[config.mk]
export PLATFORM = sky130hd
export DESIGN_NAME = cgra_col_mem_arbiter_flat
export DESIGN_NICKNAME = d
export VERILOG_FILES = /design/src/rtl/cgra_pkg.sv /design/src/rtl/cgra_col_mem_arbiter_if.sv /design/src/rtl/cgra_id_fifo.sv /design/src/rtl/cgra_col_mem_arbiter.sv /design/src/flat_wrapper.sv
export SDC_FILE = /design/constraint.sdc
export NUM_CORES = 1
export LEC_CHECK = 0
export BUFFER_PORTS_ARGS = -buffer_cell sky130_fd_sc_hd__buf_2
export CAP_MARGIN = 20
export CORE_AREA = 2 2 163 165
export CTS_CLUSTER_SIZE = 28
export DETAILED_ROUTE_END_ITERATION = 8
export DIE_AREA = 0 0 165 167
export PLACE_DENSITY_LB_ADDON = 0.08
export SLEW_MARGIN = 25
export SYNTH_ARGS = -nofsm -noshare
export SYNTH_HDL_FRONTEND = slang
export SYNTH_SLANG_ARGS = --single-unit
[constraint.sdc]
create_clock -name clk_i -period 1.9 [get_ports clk_i]
set_input_delay 0.095 -clock clk_i [delete_from_list [all_inputs] [get_ports clk_i]]
set_output_delay 0.095 -clock clk_i [all_outputs]
set_load 0.05 [all_outputs]
[src/rtl/cgra_pkg.sv]
// cgra_pkg: shared constants and helpers for the CGRA column memory arbiter.
//   N_COL           number of RC-array columns sharing the memory port
//   DP_WIDTH        address/data width
//   MEM_OUTST_DEPTH default depth of the outstanding-ID FIFO
//   ID_W            column ID width (at least 1)
package cgra_pkg;

    localparam int N_COL           = 4;
    localparam int DP_WIDTH        = 32;
    localparam int MEM_OUTST_DEPTH = 4;
    localparam int ID_W            = (N_COL > 1) ? $clog2(N_COL) : 1;

    // Arbiter holds the winner on the bus while the memory stalls.
    typedef enum logic {
        ARB_FREE   = 1'b0,
        ARB_LOCKED = 1'b1
    } arb_state_e;

    // Round-robin pick: first set request scanning upward from ptr, wrapping.
    function automatic logic [ID_W-1:0] rr_pick(input logic [N_COL-1:0] req,
                                               input logic [ID_W-1:0]  ptr);
        logic [ID_W-1:0] pick;
        logic [ID_W-1:0] idx;
        logic            found;
        pick  = ptr;
        found = 1'b0;
        for (int i = 0; i < N_COL; i++) begin
            idx = ID_W'((int'(ptr) + i) % N_COL);
            if (!found && req[idx]) begin
                pick  = idx;
                found = 1'b1;
            end
        end
        return pick;
    endfunction

endpackage

[src/rtl/cgra_col_mem_arbiter_if.sv]
// cgra_col_mem_arbiter_if: OBI-style memory bus between the arbiter and the
// system bus master.
//   req/we/be/addr/wdata  request channel (arbiter -> bus)
//   gnt                   request accepted (bus -> arbiter)
//   rvalid/rdata          in-order response channel (bus -> arbiter)
interface cgra_col_mem_arbiter_if;
    import cgra_pkg::*;

    logic                  req;
    logic                  we;
    logic [DP_WIDTH/8-1:0] be;
    logic [DP_WIDTH-1:0]   addr;
    logic [DP_WIDTH-1:0]   wdata;
    logic                  gnt;
    logic                  rvalid;
    logic [DP_WIDTH-1:0]   rdata;

    modport master (output req, we, be, addr, wdata,
                    input  gnt, rvalid, rdata);
    modport slave  (input  req, we, be, addr, wdata,
                    output gnt, rvalid, rdata);

endinterface

[src/rtl/cgra_id_fifo.sv]
// cgra_id_fifo: synchronous FIFO of column IDs for in-order response routing.
//   clk_i/rst_ni      clock, asynchronous active-low reset
//   push_i/data_i     enqueue an ID (ignored while full)
//   pop_i/data_o      dequeue; data_o shows the head entry
//   full_o/empty_o    status flags
//   count_o           occupancy, 0..DEPTH
module cgra_id_fifo #(
    parameter int DEPTH = 4,
    parameter int W     = 2
) (
    input  logic                   clk_i,
    input  logic                   rst_ni,
    input  logic                   push_i,
    input  logic                   pop_i,
    input  logic [W-1:0]           data_i,
    output logic [W-1:0]           data_o,
    output logic                   full_o,
    output logic                   empty_o,
    output logic [$clog2(DEPTH):0] count_o
);
    localparam int PW = $clog2(DEPTH);

    logic [W-1:0]  mem_q [DEPTH];
    logic [PW-1:0] wr_ptr_q, wr_ptr_d;
    logic [PW-1:0] rd_ptr_q, rd_ptr_d;
    logic [PW:0]   count_q, count_d;
    logic          do_push, do_pop;

    assign full_o  = (count_q == (PW+1)'(DEPTH));
    assign empty_o = (count_q == '0);
    assign count_o = count_q;
    assign data_o  = mem_q[rd_ptr_q];

    // DEPTH is a power of two, so pointers wrap naturally at PW bits.
    always_comb begin
        do_push  = push_i & ~full_o;
        do_pop   = pop_i & ~empty_o;
        wr_ptr_d = wr_ptr_q;
        rd_ptr_d = rd_ptr_q;
        count_d  = count_q;
        if (do_push) wr_ptr_d = wr_ptr_q + PW'(1);
        if (do_pop)  rd_ptr_d = rd_ptr_q + PW'(1);
        case ({do_push, do_pop})
            2'b10:   count_d = count_q + (PW+1)'(1);
            2'b01:   count_d = count_q - (PW+1)'(1);
            default: count_d = count_q;
        endcase
    end

    always_ff @(posedge clk_i or negedge rst_ni) begin
        if (!rst_ni) begin
            wr_ptr_q <= '0;
            rd_ptr_q <= '0;
            count_q  <= '0;
        end else begin
            wr_ptr_q <= wr_ptr_d;
            rd_ptr_q <= rd_ptr_d;
            count_q  <= count_d;
        end
    end

    // Storage needs no reset: entries are only read once written.
    always_ff @(posedge clk_i) begin
        if (do_push) mem_q[wr_ptr_q] <= data_i;
    end

endmodule

[src/rtl/cgra_col_mem_arbiter.sv]
// cgra_col_mem_arbiter: shares one OBI memory master port between the RC-array
// columns with round-robin arbitration, an address lock during bus stalls and
// in-order response routing through an outstanding-ID FIFO.
//   clk_i/rst_ni          clock, asynchronous active-low reset
//   col_req/wen/add/wdata per-column request channel (wen: 1=read, 0=write)
//   col_gnt_o             one-hot combinational grant
//   col_rvalid_o          one-hot response valid, col_rdata_o broadcast data
//   mem_bus               OBI master port
//   outst_cnt_o           outstanding transactions
//   err_o                 sticky protocol error
module cgra_col_mem_arbiter
    import cgra_pkg::*;
#(
    parameter int MAX_OUTST = MEM_OUTST_DEPTH
) (
    input  logic                           clk_i,
    input  logic                           rst_ni,
    input  logic [N_COL-1:0]               col_req_i,
    input  logic [N_COL-1:0]               col_wen_i,
    input  logic [N_COL-1:0][DP_WIDTH-1:0] col_add_i,
    input  logic [N_COL-1:0][DP_WIDTH-1:0] col_wdata_i,
    output logic [N_COL-1:0]               col_gnt_o,
    output logic [N_COL-1:0]               col_rvalid_o,
    output logic [DP_WIDTH-1:0]            col_rdata_o,
    cgra_col_mem_arbiter_if.master         mem_bus,
    output logic [$clog2(MAX_OUTST):0]     outst_cnt_o,
    output logic                           err_o
);
    arb_state_e      state_q, state_d;
    logic [ID_W-1:0] rr_ptr_q, rr_ptr_d;
    logic [ID_W-1:0] lock_id_q, lock_id_d;
    logic            err_q, err_d;
    logic [ID_W-1:0] winner, head_id;
    logic            fifo_full, fifo_empty;
    logic            mem_req, handshake, pop;

    // A locked winner is held on the bus even if its column dropped req.
    always_comb begin
        winner    = (state_q == ARB_LOCKED) ? lock_id_q : rr_pick(col_req_i, rr_ptr_q);
        mem_req   = ((state_q == ARB_LOCKED) | (|col_req_i)) & ~fifo_full;
        handshake = mem_req & mem_bus.gnt;
        pop       = mem_bus.rvalid & ~fifo_empty;
    end

    always_comb begin
        mem_bus.req   = mem_req;
        mem_bus.be    = '1;
        mem_bus.we    = 1'b0;
        mem_bus.addr  = '0;
        mem_bus.wdata = '0;
        col_gnt_o     = '0;
        col_rvalid_o  = '0;
        if (mem_req) begin
            mem_bus.we    = ~col_wen_i[winner];
            mem_bus.addr  = col_add_i[winner];
            mem_bus.wdata = col_wdata_i[winner];
        end
        col_gnt_o[winner]     = handshake;
        col_rvalid_o[head_id] = pop;
    end

    assign col_rdata_o = mem_bus.rdata;
    assign err_o       = err_q;

    always_comb begin
        state_d   = state_q;
        rr_ptr_d  = rr_ptr_q;
        lock_id_d = lock_id_q;
        err_d     = err_q;
        if (handshake) begin
            state_d  = ARB_FREE;
            rr_ptr_d = (winner == ID_W'(N_COL-1)) ? '0 : winner + ID_W'(1);
        end else if (mem_req) begin
            state_d   = ARB_LOCKED;
            lock_id_d = winner;
        end
        // Orphan response, or locked column withdrew its request.
        if (mem_bus.rvalid & fifo_empty) err_d = 1'b1;
        if ((state_q == ARB_LOCKED) & ~col_req_i[lock_id_q]) err_d = 1'b1;
    end

    always_ff @(posedge clk_i or negedge rst_ni) begin
        if (!rst_ni) begin
            state_q   <= ARB_FREE;
            rr_ptr_q  <= '0;
            lock_id_q <= '0;
            err_q     <= 1'b0;
        end else begin
            state_q   <= state_d;
            rr_ptr_q  <= rr_ptr_d;
            lock_id_q <= lock_id_d;
            err_q     <= err_d;
        end
    end

    cgra_id_fifo #(
        .DEPTH (MAX_OUTST),
        .W     (ID_W)
    ) u_id_fifo (
        .clk_i   (clk_i),
        .rst_ni  (rst_ni),
        .push_i  (handshake),
        .pop_i   (pop),
        .data_i  (winner),
        .data_o  (head_id),
        .full_o  (fifo_full),
        .empty_o (fifo_empty),
        .count_o (outst_cnt_o)
    );

endmodule
[src/flat_wrapper.sv]
// flat-port wrapper written by rule: the top's interface ports become plain ports
module cgra_col_mem_arbiter_flat import cgra_pkg::*;
#(
    parameter int MAX_OUTST = MEM_OUTST_DEPTH
)
  (clk_i, rst_ni, col_req_i, col_wen_i, col_add_i, col_wdata_i, col_gnt_o, col_rvalid_o, col_rdata_o, outst_cnt_o, err_o, mem_bus_req, mem_bus_we, mem_bus_be, mem_bus_addr, mem_bus_wdata, mem_bus_gnt, mem_bus_rvalid, mem_bus_rdata);
  cgra_col_mem_arbiter_if mem_bus_i ();
  input  logic clk_i;
  input  logic rst_ni;
  input  logic [N_COL-1:0] col_req_i;
  input  logic [N_COL-1:0] col_wen_i;
  input  logic [N_COL-1:0][DP_WIDTH-1:0] col_add_i;
  input  logic [N_COL-1:0][DP_WIDTH-1:0] col_wdata_i;
  output logic [N_COL-1:0] col_gnt_o;
  output logic [N_COL-1:0] col_rvalid_o;
  output logic [DP_WIDTH-1:0] col_rdata_o;
  output logic [$clog2(MAX_OUTST):0] outst_cnt_o;
  output logic err_o;
  output wire logic [$bits(mem_bus_i.req)-1:0] mem_bus_req;
  output wire logic [$bits(mem_bus_i.we)-1:0] mem_bus_we;
  output wire logic [$bits(mem_bus_i.be)-1:0] mem_bus_be;
  output wire logic [$bits(mem_bus_i.addr)-1:0] mem_bus_addr;
  output wire logic [$bits(mem_bus_i.wdata)-1:0] mem_bus_wdata;
  input wire logic [$bits(mem_bus_i.gnt)-1:0] mem_bus_gnt;
  input wire logic [$bits(mem_bus_i.rvalid)-1:0] mem_bus_rvalid;
  input wire logic [$bits(mem_bus_i.rdata)-1:0] mem_bus_rdata;
  assign mem_bus_req = mem_bus_i.req;
  assign mem_bus_we = mem_bus_i.we;
  assign mem_bus_be = mem_bus_i.be;
  assign mem_bus_addr = mem_bus_i.addr;
  assign mem_bus_wdata = mem_bus_i.wdata;
  assign mem_bus_i.gnt = mem_bus_gnt;
  assign mem_bus_i.rvalid = mem_bus_rvalid;
  assign mem_bus_i.rdata = mem_bus_rdata;
  cgra_col_mem_arbiter #(.MAX_OUTST(MAX_OUTST)) u_core (.clk_i(clk_i), .rst_ni(rst_ni), .col_req_i(col_req_i), .col_wen_i(col_wen_i), .col_add_i(col_add_i), .col_wdata_i(col_wdata_i), .col_gnt_o(col_gnt_o), .col_rvalid_o(col_rvalid_o), .col_rdata_o(col_rdata_o), .mem_bus(mem_bus_i), .outst_cnt_o(outst_cnt_o), .err_o(err_o));
endmodule
# Word level (Yosys, flattened, before mapping)
# Memories as Yosys holds them, arrays and structs flattened.
# Index checks and enable logic that the tools add are counted.
totals:
  memories: 1
  regBits: 13
  ramBits: 8
mem_list:
  columns: ["memory", "words", "word_bits", "read_ports", "rd_clocked_by_memory_dff", "wr", "line_no", "text"]
  rows:
  - ["u_core.u_id_fifo.mem_q", 4, 2, 1, 0, 1, "cgra_id_fifo.sv:23", "logic [W-1:0] mem_q [DEPTH];"]
classes:
  reduce_logical: 14
  n_mux: 38
  n_eq_ne: 4
  n_addsub: 8
  bitwise_logic: 15
  n_lt_le_gt_ge: 9
op_table:
  columns: ["cell", "count"]
  rows:
  - ["binary-select mux 32 bit (select 2 bit)", 2]
  - ["two-way mux 32 bit", 4]
  - ["< comparator 2 x 3 -> 1 bit, second input constant", 7]
  - ["two-way mux 1 bit", 18]
  - ["binary-select mux 1 bit (select 2 bit)", 6]
  - ["two-way mux 2 bit", 5]
  - ["adder 2 x 1 -> 2 bit, second input constant", 4]
  - ["AND 4 bit", 2]
  - ["AND 1 bit", 7]
  - ["case mux 3 bit (2 select lines)", 1]
  - ["nonzero test 2 bit", 3]
  - ["logical AND 1 bit", 5]
  - ["inverter 1 bit", 5]
  - ["adder 2 bit, second input constant", 2]
  - ["demux 1 bit (select 2 bit)", 2]
  - ["== test 2 bit, second input constant", 2]
  - [">= comparator 2 x 1 -> 1 bit, second input constant", 2]
  - ["OR reduction 4 bit", 1]
  - ["adder 3 x 1 -> 3 bit, second input constant", 1]
  - ["== test 3 bit, second input constant", 1]
  - ["zero test 1 bit", 3]
  - ["zero test 3 bit", 1]
  - ["subtractor 3 x 1 -> 3 bit, second input constant", 1]
  - ["== test 2 x 1 -> 1 bit, second input constant", 1]
  - ["2 further kinds", 2]

# Longest topological paths before layout
# Gate-level depths: netlist of run 1.
logic_depth:
  word_depth: 18
  ltp_mapped: 10

# Cells and area by module
# Synthesis of run 1 repeated with hierarchy kept, for this count alone.
unflattened:
  hier_cells: 366
  hier_area_um2: 3407.0
by_module_without_submodules:
  columns: ["module", "cells_each", "instances", "area_each_um2"]
  rows:
  - ["cgra_col_mem_arbiter", 319, 1, 2681.3]
  - ["cgra_id_fifo", 47, 1, 725.7]

# Worst setup path before layout of run 1
# Ideal clock, no wire load.
synth_timing:
  path_kind: "reg-to-output"
  start: "register u_core.u_id_fifo.count_q[0] (netlist: u_core.u_id_fifo.count_o[0])"
  end: "output mem_bus_we"
  path_stages_with_launch: 6
  setup_slack_ps: -969
  t_arrival_ps: 2774
  cell_sequence: "dfrtp_1 > inv_1 > a32oi_1 > clkbuf_1 > nand3_1 > o32ai_1"
synth_between:
  elab_chain_len: 4
synth_lines:
  columns: ["item", "line_no", "text"]
  rows:
  - ["from (decl)", "cgra_id_fifo.sv:26", "logic [PW:0] count_q, count_d;"]
  - ["from (signal assigned)", "cgra_id_fifo.sv:58", "count_q <= count_d;"]
  - ["== test 3 bit", "cgra_id_fifo.sv:29", "assign full_o = (count_q == (PW+1)'(DEPTH));"]
  - ["inverter 1 bit", "cgra_col_mem_arbiter.sv:40", "mem_req = ((state_q == ARB_LOCKED) | (|col_req_i)) & ~fifo_full;"]
  - ["AND 1 bit", "cgra_col_mem_arbiter.sv:40", null]
  - ["two-way mux 1 bit", "cgra_col_mem_arbiter.sv:53", "if (mem_req) begin"]
  - ["to (decl)", "flat_wrapper.sv:20", "output wire logic [$bits(mem_bus_i.we)-1:0] mem_bus_we;"]
# Every way passes these cells.

# Final worst setup path of run 1
layout_timing:
  start: "register u_core.rr_ptr_q[1]"
  end: "output mem_bus_wdata[28]"
layout_between:
  elab_chain_len: 16
  word_cells_on_any_way: 27
  cone_classes: "3 x add/sub; 18 x mux; 6 x reduce/logical"
layout_lines:
  columns: ["item", "line_no", "text"]
  rows:
  - ["from (decl)", "cgra_col_mem_arbiter.sv:30", "logic [ID_W-1:0] rr_ptr_q, rr_ptr_d;"]
  - ["from (signal assigned)", "cgra_col_mem_arbiter.sv:90", "rr_ptr_q <= rr_ptr_d;"]
  - ["branches (longest 11 deep; another with adder 2 x 1 -> 2 bit)", null, null]
  - ["two-way mux 2 bit (*)", "cgra_pkg.sv:29", "if (!found && req[idx]) begin"]
  - ["two-way mux 2 bit (*)", "cgra_col_mem_arbiter.sv:39", "winner = (state_q == ARB_LOCKED) ? lock_id_q : rr_pick(col_req_i, rr_ptr_q);"]
  - ["binary-select mux 32 bit (select 2 bit) (*)", "cgra_col_mem_arbiter.sv:56", "mem_bus.wdata = col_wdata_i[winner];"]
  - ["two-way mux 32 bit (implied by the code) (*)", "cgra_col_mem_arbiter.sv:56", null]
  - ["two-way mux 32 bit (*)", "cgra_col_mem_arbiter.sv:53", null]
  - ["to (decl)", "flat_wrapper.sv:23", "output wire logic [$bits(mem_bus_i.wdata)-1:0] mem_bus_wdata;"]
# Mark *: on every way between the ends. The select of a mux whose other input is x is not followed.

==> reports/qor.yml, run 1 <==
ir_drop_mv: 1.18
grt_max_degree: 60
clkLatencyLatePin_ns: 0.25
ant_nets: 0
fillers: 2550
post-place-ws_ns: -0.353
yosys-top-cells-area: "nand4_1, o2111a_1, nor3_1"
worstHoldPathType: "in -> reg"
status: "complete, but fails checks"
ys_seq_area_share_pct: 8.95
overflow: 0
vias: 9554
cp.required_ns: 1.80
r2r_cells: 9
worst_hold_path.endpoint: "u_core.err_o$_DFFE_PN0P_"
path_class: "reg -> out"
critPathCaptureType: "primary output"
fin_crit_ns: 2.40
seqCellArea_um2: 571
cp-start-kind: "flop"
synth.avg_cell_area_um2: 6.77
min_from: "mem_bus_rvalid"
die_y_um: 167
start_util_pct: 24.5
post_drt_wl_per_cell_um: 21.9
period_share_pct: 127
async_flop_share_pct: 61.9
multi_input_area_um2: 6380
grt_pass1_wl_mm: 53.3
yosys_most_used_dff: "dfrtp_1"
nets: 1607
drt-initial-drc-count: 647
core_um2: 25800
gp_congestion: 0.809
p_per_area_nw_per_um2: 2330
routed_wl_mm: 35.9
r2r-start: "u_core.rr_ptr_q[1]$_DFFE_PN0P_"
antenna_found_initial: 8
total_power_mw: 28.1
ys_types: 48
drc: 0
root_buffer: "clkbuf_16"
drive_gt1_share_pct: 52.9
power.leakage_nw: 5.05
cts.sinks: 21
clk_pin_slew_worst_paths_ns: 0.06
yosysTopAreaCell: "nand4_1"
fp.dieW_um: 165
dp_hpwl_mm: 24.7
io_pins: 414
violations: "setup timing"
track_usage_pct: 24.2
dieArea_um2: 27600
timing.fmax_mhz: 416
areaGrowthSynthToFinish_pct: 91.4
synthCells: 934
drtPass1Iterations: 5
hold_path_depth: 3
slew_viol_final: 0
avgViaCountPerCell: 5.83
yosys_warnings: 0
synth_common_cells: "nor3_1, nand4_1, clkbuf_1, nand2_1, and3_1"
r2r-end: "u_core.rr_ptr_q[1]$_DFFE_PN0P_"
rows: 59
yosys.cell_count.top_type: "nor3_1"
crit_path_max_fanout: 7
whs_ns: 0.108
cts_tree: "yes"
clk_path_buf_depth: 2
setup_ws_ns: -0.505
htree_levels: 1
netlist.area_leader.share_pct: 12.7
synth_seq_cells: 21
port-buffer-count: 345
placed_area_um2: 10400
grt_pass1_vias: 9145
numCtsBuffers: 3
reg2reg_setup_slack_ns: -0.17
synth_edf_count: 8
hold_viol: 0
synthesis.area_um2: 6320
setup_viol: 76
clock_skew_ns: 0.00470
worstPathArrival_ns: 2.31
final_util_pct: 47.0
grt_setup_unrepaired: "yes"
drv_cap: 0
fin_area_um2: 12100
-- final cells by class --
cell class	instances	share of cell area (%)
well taps	335	3.46
diodes	7	0.145
clock buffers	3	0.620
repair buffers	536	37.8
clock inverters	1	0.0620
flip-flops and latches	21	4.72
inverters	11	0.465
multi-input cells	726	52.7
-- logic make-up (layout without fill, tap and decap cells) --
group	count (synthesis)	count (layout)	share of synthesized area [%]
simple gates	425	425	36.3
mux	6	6	1.58
other cells	1	11	0.0593
buf+inv	190	551	15.1
flops	21	21	8.95
xor+xnor	6	6	0.831
compound gates	277	277	35.5
fa+ha+maj	8	8	1.70
-- how the worst max path moves through the flow --
stage,start,to,cells past startpoint
global placement,u_core.rr_ptr_q[1]$_DFFE_PN0P_,mem_bus_wdata[11],8
detailed placement,u_core.rr_ptr_q[1]$_DFFE_PN0P_,mem_bus_wdata[11],8
floorplan,u_core.rr_ptr_q[1]$_DFFE_PN0P_,col_gnt_o[0],8
finish,u_core.rr_ptr_q[1]$_DFFE_PN0P_,mem_bus_wdata[28],10
CTS,u_core.rr_ptr_q[1]$_DFFE_PN0P_,mem_bus_wdata[7],9
global route,u_core.rr_ptr_q[1]$_DFFE_PN0P_,mem_bus_wdata[28],10
-- worst max-delay path, stage by stage, from the launching register on --
cell and delay, ns:
dfrtp_2 0.44, o21ai_2 0.06, a221o_1 0.39, o211ai_4 0.10
buf_12 0.16, buf_8 0.12, buf_16 0.13, buf_8 0.14
nand4_1 0.10, o221ai_2 0.22, buf_6 0.19
-- per-stage QoR --
stage,TNS (ns),std cells
after CTS,-27.39,1611
after global placement,-17.64,1588
after global routing,-38.71,1640
final,-31.14,1640
after floorplan,-3.96,937
after detailed placement,-18.42,1588
-- per-layer routing --
metal / track usage [%] / vias to the layer above / routed length, µm
met2: 42.2 / 328 / 18400
li1: - / 4499 / -
met3: 2.39 / 44 / 1880
met4: 5.48 / 2 / 569
met1: 32.0 / 4681 / 15000
met5: 0 / - / 13
-- layout by cell type (no fill, tap or decap), types with 3 or more instances in the layout --
| cell | instances |
|---|---|
| a21oi_1 | 3 |
| a22oi_1 | 64 |
| and3_1 | 70 |
| buf_12 | 46 |
| buf_16 | 9 |
| buf_2 | 274 |
| buf_4 | 110 |
| buf_6 | 79 |
| buf_8 | 11 |
| clkbuf_16 | 6 |
| conb_1 | 4 |
| dfrtp_1 | 9 |
| dfrtp_2 | 4 |
| diode_2 | 7 |
| edfxtp_1 | 8 |
| ha_1 | 4 |
| inv_1 | 4 |
| inv_2 | 4 |
| mux4_2 | 3 |
| nand2_1 | 69 |
| nand4_1 | 128 |
| nor2_1 | 7 |
| nor2b_1 | 4 |
| nor3_1 | 89 |
| nor3_2 | 30 |
| nor3_4 | 13 |
| o2111a_1 | 64 |
| o21ai_0 | 62 |
| o21ai_1 | 4 |
| o221ai_4 | 62 |
| xnor2_1 | 3 |
| xor2_1 | 3 |
-- flip-flops by register name, indices dropped and copies added (netlist names) --
register	flops
u_core.u_id_fifo.wr_ptr_q	2
u_core.u_id_fifo.mem_q	8
u_core.u_id_fifo.rd_ptr_q	2
u_core.state_q	1
u_core.lock_id_q	2
u_core.u_id_fifo.count_o	3
u_core.rr_ptr_q	2
u_core.err_o	1
-- power breakdown --
group,switching [mW],internal (mW)
sequential,0.162,0.697
clock,0.172,0.285
combinational,15.4,11.4
-- timing repair --
action	CTS	global route
setup buffers	11	19
gates resized for setup	199	56
hold buffers	1	0
pin swaps	37	36
cloned	8	5
endpoints found under the hold margin	13	0
endpoints found under the setup margin	71	78
No activity file was read; power rests on OpenSTA's default activity.
==> run 2, diff against run 1 <==
--- a/config.mk
+++ b/config.mk
@@ -11,6 +11,7 @@
 export CTS_CLUSTER_SIZE = 28
 export DETAILED_ROUTE_END_ITERATION = 8
 export DIE_AREA = 0 0 165 167
+export HOLD_SLACK_MARGIN = 0.15
 export PLACE_DENSITY_LB_ADDON = 0.08
 export SLEW_MARGIN = 25
 export SYNTH_ARGS = -nofsm -noshare
==> run 2 against run 1 <==
  * The flow still finishes with violations (setup timing)
  * Non-clock buffer count increased by 1
  * Core utilization hardly changed
  * Sequential share of layout area barely moved
  * Highest routed layer unchanged
  * Via count about the same
==> reports/qor.yml, run 2 (same netlist as run 1, synthesis figures left out) <==
vias: 9562  # +0.084%
final_common_cell: "buf_2"
grt_max_degree: 60  # unchanged
htree_levels: 1  # unchanged
max_stage_delay_ns: 0.44  # about the same
p_per_area_nw_per_um2: 2320  # -0.11%
clkLatencyLatePin_ns: 0.25  # about the same
port-buffer-count: 345  # unchanged
path_class: "reg -> out"
grt_setup_unrepaired: "yes"
status: "complete, but fails checks"
setup_viol: 76  # unchanged
ir_drop_mv: 1.18  # about the same
start_util_pct: 24.5  # unchanged
timing.fmax_mhz: 415  # about the same
numCtsBuffers: 3  # unchanged
io_pins: 414  # unchanged
drt-initial-drc-count: 738  # +14%
cpMaxStageDelayCell: "dfrtp_2"
hold_viol: 0  # unchanged
rows: 59  # unchanged
fillers: 2549  # -0.039%
core_um2: 25800  # unchanged
critical-path-top-delay-family: "compound AO/OA/AOI/OAI gates"
slew_viol_final: 0  # unchanged
clk_path_buf_depth: 2  # unchanged
fp.dieW_um: 165  # unchanged
cp.required_ns: 1.80  # about the same
drtPass1Iterations: 5  # unchanged
period_share_pct: 127  # about the same
routed_wl_mm: 35.9  # about the same
antenna_found_initial: 8  # unchanged
r2r_cells: 9  # unchanged
overflow: 0  # unchanged
drc: 0  # unchanged
worstHoldPathType: "in -> out"
crit_top_cell: "buf_8"
largest_reg_flops: 8  # unchanged
fin_crit_ns: 2.41  # +0.00226 ns
violations: "setup timing"
grt_pass1_wl_mm: 53.3  # unchanged
grt_pass1_vias: 9145  # unchanged
cts_tree: "yes"
ant_nets: 0  # unchanged
root_buffer: "clkbuf_16"
worstSetupPathDepth: 10  # unchanged
crit_buf_inv: 5  # unchanged
worstPathCellList: "o21ai_2 -> a221o_1 -> o211ai_4 -> buf_12 -> buf_8 -> buf_16 -> buf_8 -> nand4_1 -> o221ai_2 -> buf_6"
power.leakage_nw: 5.06  # about the same
worstPathArrival_ns: 2.31  # about the same
drive_gt1_share_pct: 52.9  # about the same
track_usage_pct: 24.2  # unchanged
areaGrowthSynthToFinish_pct: 91.6  # about the same
crit_path_max_fanout: 7  # unchanged
top_register: "u_core.u_id_fifo.mem_q"
clk_pin_slew_worst_paths_ns: 0.06  # about the same
cts.sinks: 21  # unchanged
post_drt_wl_per_cell_um: 21.9  # -0.11%
gp_congestion: 0.809  # unchanged
dp_hpwl_mm: 24.7  # unchanged
avgViaCountPerCell: 5.83  # about the same
whs_ns: 0.190  # +0.0818 ns
hold_path_depth: 0  # -3
fin_cells: 1641  # +0.061%
drv_cap: 0  # unchanged
cp-start-kind: "flop"
dieArea_um2: 27600  # unchanged
die_y_um: 167  # unchanged
setup_ws_ns: -0.507  # -0.00226 ns
critPathCaptureType: "primary output"
clock_skew_ns: 0.00470  # +0.00000184 ns
final_cell_mix: "buf_2, nand4_1, buf_4"
nets: 1608  # +0.062%
dpl.cell_count: 1588  # unchanged
## run 2: final timing paths
kind | start | endpoint | slack [ns]
worst max-delay path | u_core.rr_ptr_q[1]$_DFFE_PN0P_ | mem_bus_wdata[28] | -0.51
min in group asynchronous | rst_ni | u_core.u_id_fifo.rd_ptr_q[1]$_DFFE_PN0P_ | 0.28
max in group asynchronous | rst_ni | u_core.u_id_fifo.count_o[0]$_DFFE_PN0P_ | 1.34
worst min register to register | u_core.u_id_fifo.rd_ptr_q[1]$_DFFE_PN0P_ | u_core.u_id_fifo.rd_ptr_q[1]$_DFFE_PN0P_ | 0.52
worst max register to register | u_core.rr_ptr_q[1]$_DFFE_PN0P_ | u_core.rr_ptr_q[1]$_DFFE_PN0P_ | -0.17
worst min-delay path | mem_bus_rdata[14] | col_rdata_o[14] | 0.19
## run 2: stage by stage
step	utilization, %	setup TNS [ns]	worst slack (ns)	power (mW)	area [µm²]
3_5_place_dp	40.5	-18.42	-0.353	23.2	10400
5_1_grt	47.0	-38.71	-0.574	29.7	12100
2_1_floorplan	-	-3.96	-0.233	17.1	7630
6_report	47.0	-31.19	-0.507	28.1	12100
3_3_place_gp	40.5	-17.64	-0.352	23.2	10400
4_1_cts	45.1	-27.39	-0.452	27.0	11600
## run 2: routing by layer
metal / global-route usage [%] / vias to the layer above / part of all wire (%)
met1: 32.0 / 4679 / 42
met2: 42.2 / 333 / 51
met5: 0 / - / 0.036
met3: 2.39 / 46 / 5.4
met4: 5.48 / 2 / 1.6
li1: - / 4502 / -
## run 2: cell type report
cell class              count  area [µm²]  share of cell area (%)
multi-input cells         726        6380                    52.6
clock inverters             1        7.51                  0.0620
inverters                  11        56.3                   0.465
well taps                 335         419                    3.46
clock buffers               3        75.1                   0.620
repair buffers            537        4590                    37.9
diodes                      7        17.5                   0.145
flip-flops and latches     21         571                    4.71
## run 2: where the power goes
part	switching, mW	leakage, nW	internal [mW]
combinational	15.4	4.80	11.4
sequential	0.162	0.218	0.697
clock	0.172	0.0372	0.285
## run 2: repair_timing
| item | in CTS | in global routing |
|---|---|---|
| hold buffers | 2 | 0 |
| hold endpoints to repair | 14 | 0 |
| pin swaps | 37 | 36 |
| gates resized for setup | 199 | 56 |
| setup endpoints to repair | 71 | 78 |
| buffers inserted | 11 | 19 |
| gates cloned | 8 | 5 |
## run 2: worst reg2reg max path: stages, from the launching register on
cell	delay (ns)
dfrtp_2	0.44
buf_6	0.13
o22ai_4	0.08
buf_12	0.15
o211ai_1	0.25
and2_4	0.23
buf_12	0.16
inv_6	0.05
ha_4	0.22
mux2_2	0.25
==> run 3, diff against run 2 <==
==> constraint.sdc (replaced) <==
create_clock -name clk_i -period 2.1 [get_ports clk_i]
set_input_delay 0.105 -clock clk_i [delete_from_list [all_inputs] [get_ports clk_i]]
set_output_delay 0.105 -clock clk_i [all_outputs]
set_load 0.05 [all_outputs]
==> run 3 against run 2 <==
  * The flow still finishes with violations (setup timing)
  * Final cell count fell by 2.4%
  * Setup slack gained 0.23 ns
  * Die area is the same
  * Register-to-register slack improved by 0.25 ns
==> reports/qor.yml, run 3 (same netlist as run 1, synthesis figures left out) <==
grt_setup_unrepaired: "yes"
ant_nets: 0  # unchanged
intPower_mw: 9.92  # -20%
post_drt_wl_per_cell_um: 21.8  # about the same
grt_pass1_vias: 8699  # -4.9%
p_comb_share_pct: 94.8  # -0.5 points
seqPwrFrac_pct: 3.4  # +0.3 points
port-buffer-count: 345  # unchanged
drv_cap: 0  # unchanged
track_usage_pct: 22.6  # -1.6 points
p_clk_share_pct: 1.8  # +0.2 points
drc: 0  # unchanged
final_common_cell: "buf_2"
clock_skew_ns: 0.00478  # +0.0000729 ns
clk_path_buf_depth: 2  # unchanged
swShare_pct: 57.6  # +1.6 points
status: "complete, but fails checks"
numCtsBuffers: 3  # unchanged
antenna_found_initial: 14  # +6
htree_levels: 1  # unchanged
r2r-start: "u_core.rr_ptr_q[1]$_DFFE_PN0P_"
largest_reg_flops: 8  # unchanged
grt_pass1_wl_mm: 50.1  # -6.0%
drive_gt1_share_pct: 50.8  # -2.1 points
r2r_cells: 7  # -2
min_from: "mem_bus_rvalid"
whs_ns: 0.171  # -0.0189 ns
crit_path_max_fanout: 7  # unchanged
slew_viol_final: 0  # unchanged
critPathCaptureType: "primary output"
setup_ws_ns: -0.282  # +0.225 ns
rows: 59  # unchanged
ir_drop_mv: 1.13  # -4.4%
vias: 9422  # -1.5%
hold_viol: 0  # unchanged
grt_max_degree: 58  # -3.3%
gp_congestion: 0.857  # +5.9%
die_y_um: 167  # unchanged
nets: 1568  # -2.5%
final_cell_mix: "buf_2, nand4_1, nor3_1"
r2r-end: "u_core.rr_ptr_q[1]$_DFFE_PN0P_"
areaGrowthSynthToFinish_pct: 76.3
fillers: 2696  # +5.8%
reg2reg_setup_slack_ns: 0.08  # +0.25 ns
cts.sinks: 21  # unchanged
fin_crit_ns: 2.38
drtPass1Iterations: 6  # +1
start_util_pct: 24.5  # unchanged
worstHoldPathType: "in -> reg"
clkLatencyLatePin_ns: 0.26  # about the same
p_per_area_nw_per_um2: 2100  # -9.7%
worstPathArrival_ns: 2.28  # -0.03 ns
placed_area_um2: 9680  # -7.3%
drt-initial-drc-count: 786  # +6.5%
cp.required_ns: 2.00  # +0.20 ns
core_um2: 25800  # unchanged
dieArea_um2: 27600  # unchanged
path_class: "reg -> out"
routed_wl_mm: 35.0  # -2.5%
p_switching_mw: 13.5  # -15%
io_pins: 414  # unchanged
avgViaCountPerCell: 5.89  # +1.0%
fp.dieW_um: 165  # unchanged
top_register: "u_core.u_id_fifo.mem_q"
period_share_pct: 113
hold_path_depth: 3  # +3
cp-start-kind: "flop"
violations: "setup timing"
setup_viol: 69  # -9.2%
fin_area_um2: 11100  # -8.0%
root_buffer: "clkbuf_16"
overflow: 0  # unchanged
power.leakage_nw: 4.73  # -6.5%
clk_pin_slew_worst_paths_ns: 0.06  # about the same
worst_hold_path.endpoint: "u_core.err_o$_DFFE_PN0P_"
dp_hpwl_mm: 23.9  # -3.3%
cts_tree: "yes"
timing.fmax_mhz: 420
==> run 3: routing by layer <==
| metal | track usage (%) | up-vias | part of all wire, % |
|---|---|---|---|
| met2 | 37.5 | 360 | 49 |
| met1 | 30.0 | 4574 | 42 |
| met5 | 0 | - | 0.29 |
| li1 | - | 4416 | - |
| met4 | 4.95 | 16 | 1.5 |
| met3 | 4.81 | 56 | 7.4 |
==> run 3: how the worst max path moves through the flow <==
stage | startpoint | to | cells after the start | slack [ns]
final | u_core.rr_ptr_q[1]$_DFFE_PN0P_ | mem_bus_wdata[4] | 9 | -0.28
after global routing | u_core.rr_ptr_q[1]$_DFFE_PN0P_ | mem_bus_addr[11] | 8 | -0.35
after CTS | u_core.rr_ptr_q[1]$_DFFE_PN0P_ | mem_bus_addr[18] | 9 | -0.27
after detailed placement | u_core.rr_ptr_q[1]$_DFFE_PN0P_ | mem_bus_wdata[21] | 9 | -0.16
after global placement | u_core.rr_ptr_q[1]$_DFFE_PN0P_ | mem_bus_wdata[21] | 9 | -0.15
after floorplan | u_core.rr_ptr_q[1]$_DFFE_PN0P_ | mem_bus_we | 6 | -0.07
==> run 3: worst max-delay path, cell delays in order (launching register included) <==
cell and delay [ns]:
dfrtp_2 0.46, o21ai_1 0.08, a221o_1 0.39, o211ai_4 0.19, buf_8 0.20, buf_12 0.12
buf_12 0.10, nand4_1 0.10, o221ai_2 0.19, buf_6 0.18
==> run 3: layout make-up <==
cell class                      instances  area (µm²)  share of cell area [%]
Tap cell                              335         419                    3.76
Timing Repair Buffer                  496        4130                    37.0
Sequential cell                        21         572                    5.13
Inverter                               11        46.3                   0.415
Multi-Input combinational cell        727        5880                    52.8
Clock buffer                            3        75.1                   0.673
Clock inverter                          1        5.00                  0.0449
Antenna cell                            7        17.5                   0.157
==> run 3: per-stage QoR <==
stage / setup slack, ns / util, % / cells / power (mW) / TNS [ns]
CTS: -0.273 / 41.4 / 1575 / 22.1 / -13.39
detailed placement: -0.163 / 37.6 / 1553 / 19.0 / -5.13
finish: -0.282 / 43.3 / 1601 / 23.4 / -16.04
global placement: -0.152 / 37.6 / 1553 / 19.0 / -4.56
global route: -0.354 / 43.2 / 1599 / 24.6 / -21.77
floorplan: -0.0711 / - / 937 / 13.8 / -0.660
==> run 3: repair_timing <==
item                                   in CTS  in global routing
gates resized for setup                   195                 44
endpoints found under the hold margin      13                  0
gates cloned                                5                  9
buffers inserted                           12                 13
pin swaps                                  23                 29
hold buffers                                1                  0
setup endpoints to repair                  71                 71
==> run 3: power groups by stage <==
| stage | combinational, mW | clock, mW | sequential, mW |
|---|---|---|---|
| 2_1_floorplan | 12.9 | 0 | 0.869 |
| 3_3_place_gp | 18.2 | 0 | 0.785 |
| 3_5_place_dp | 18.2 | 0 | 0.783 |
| 4_1_cts | 20.9 | 0.424 | 0.786 |
| 5_1_grt | 23.3 | 0.440 | 0.823 |
| 6_report | 22.2 | 0.412 | 0.793 |
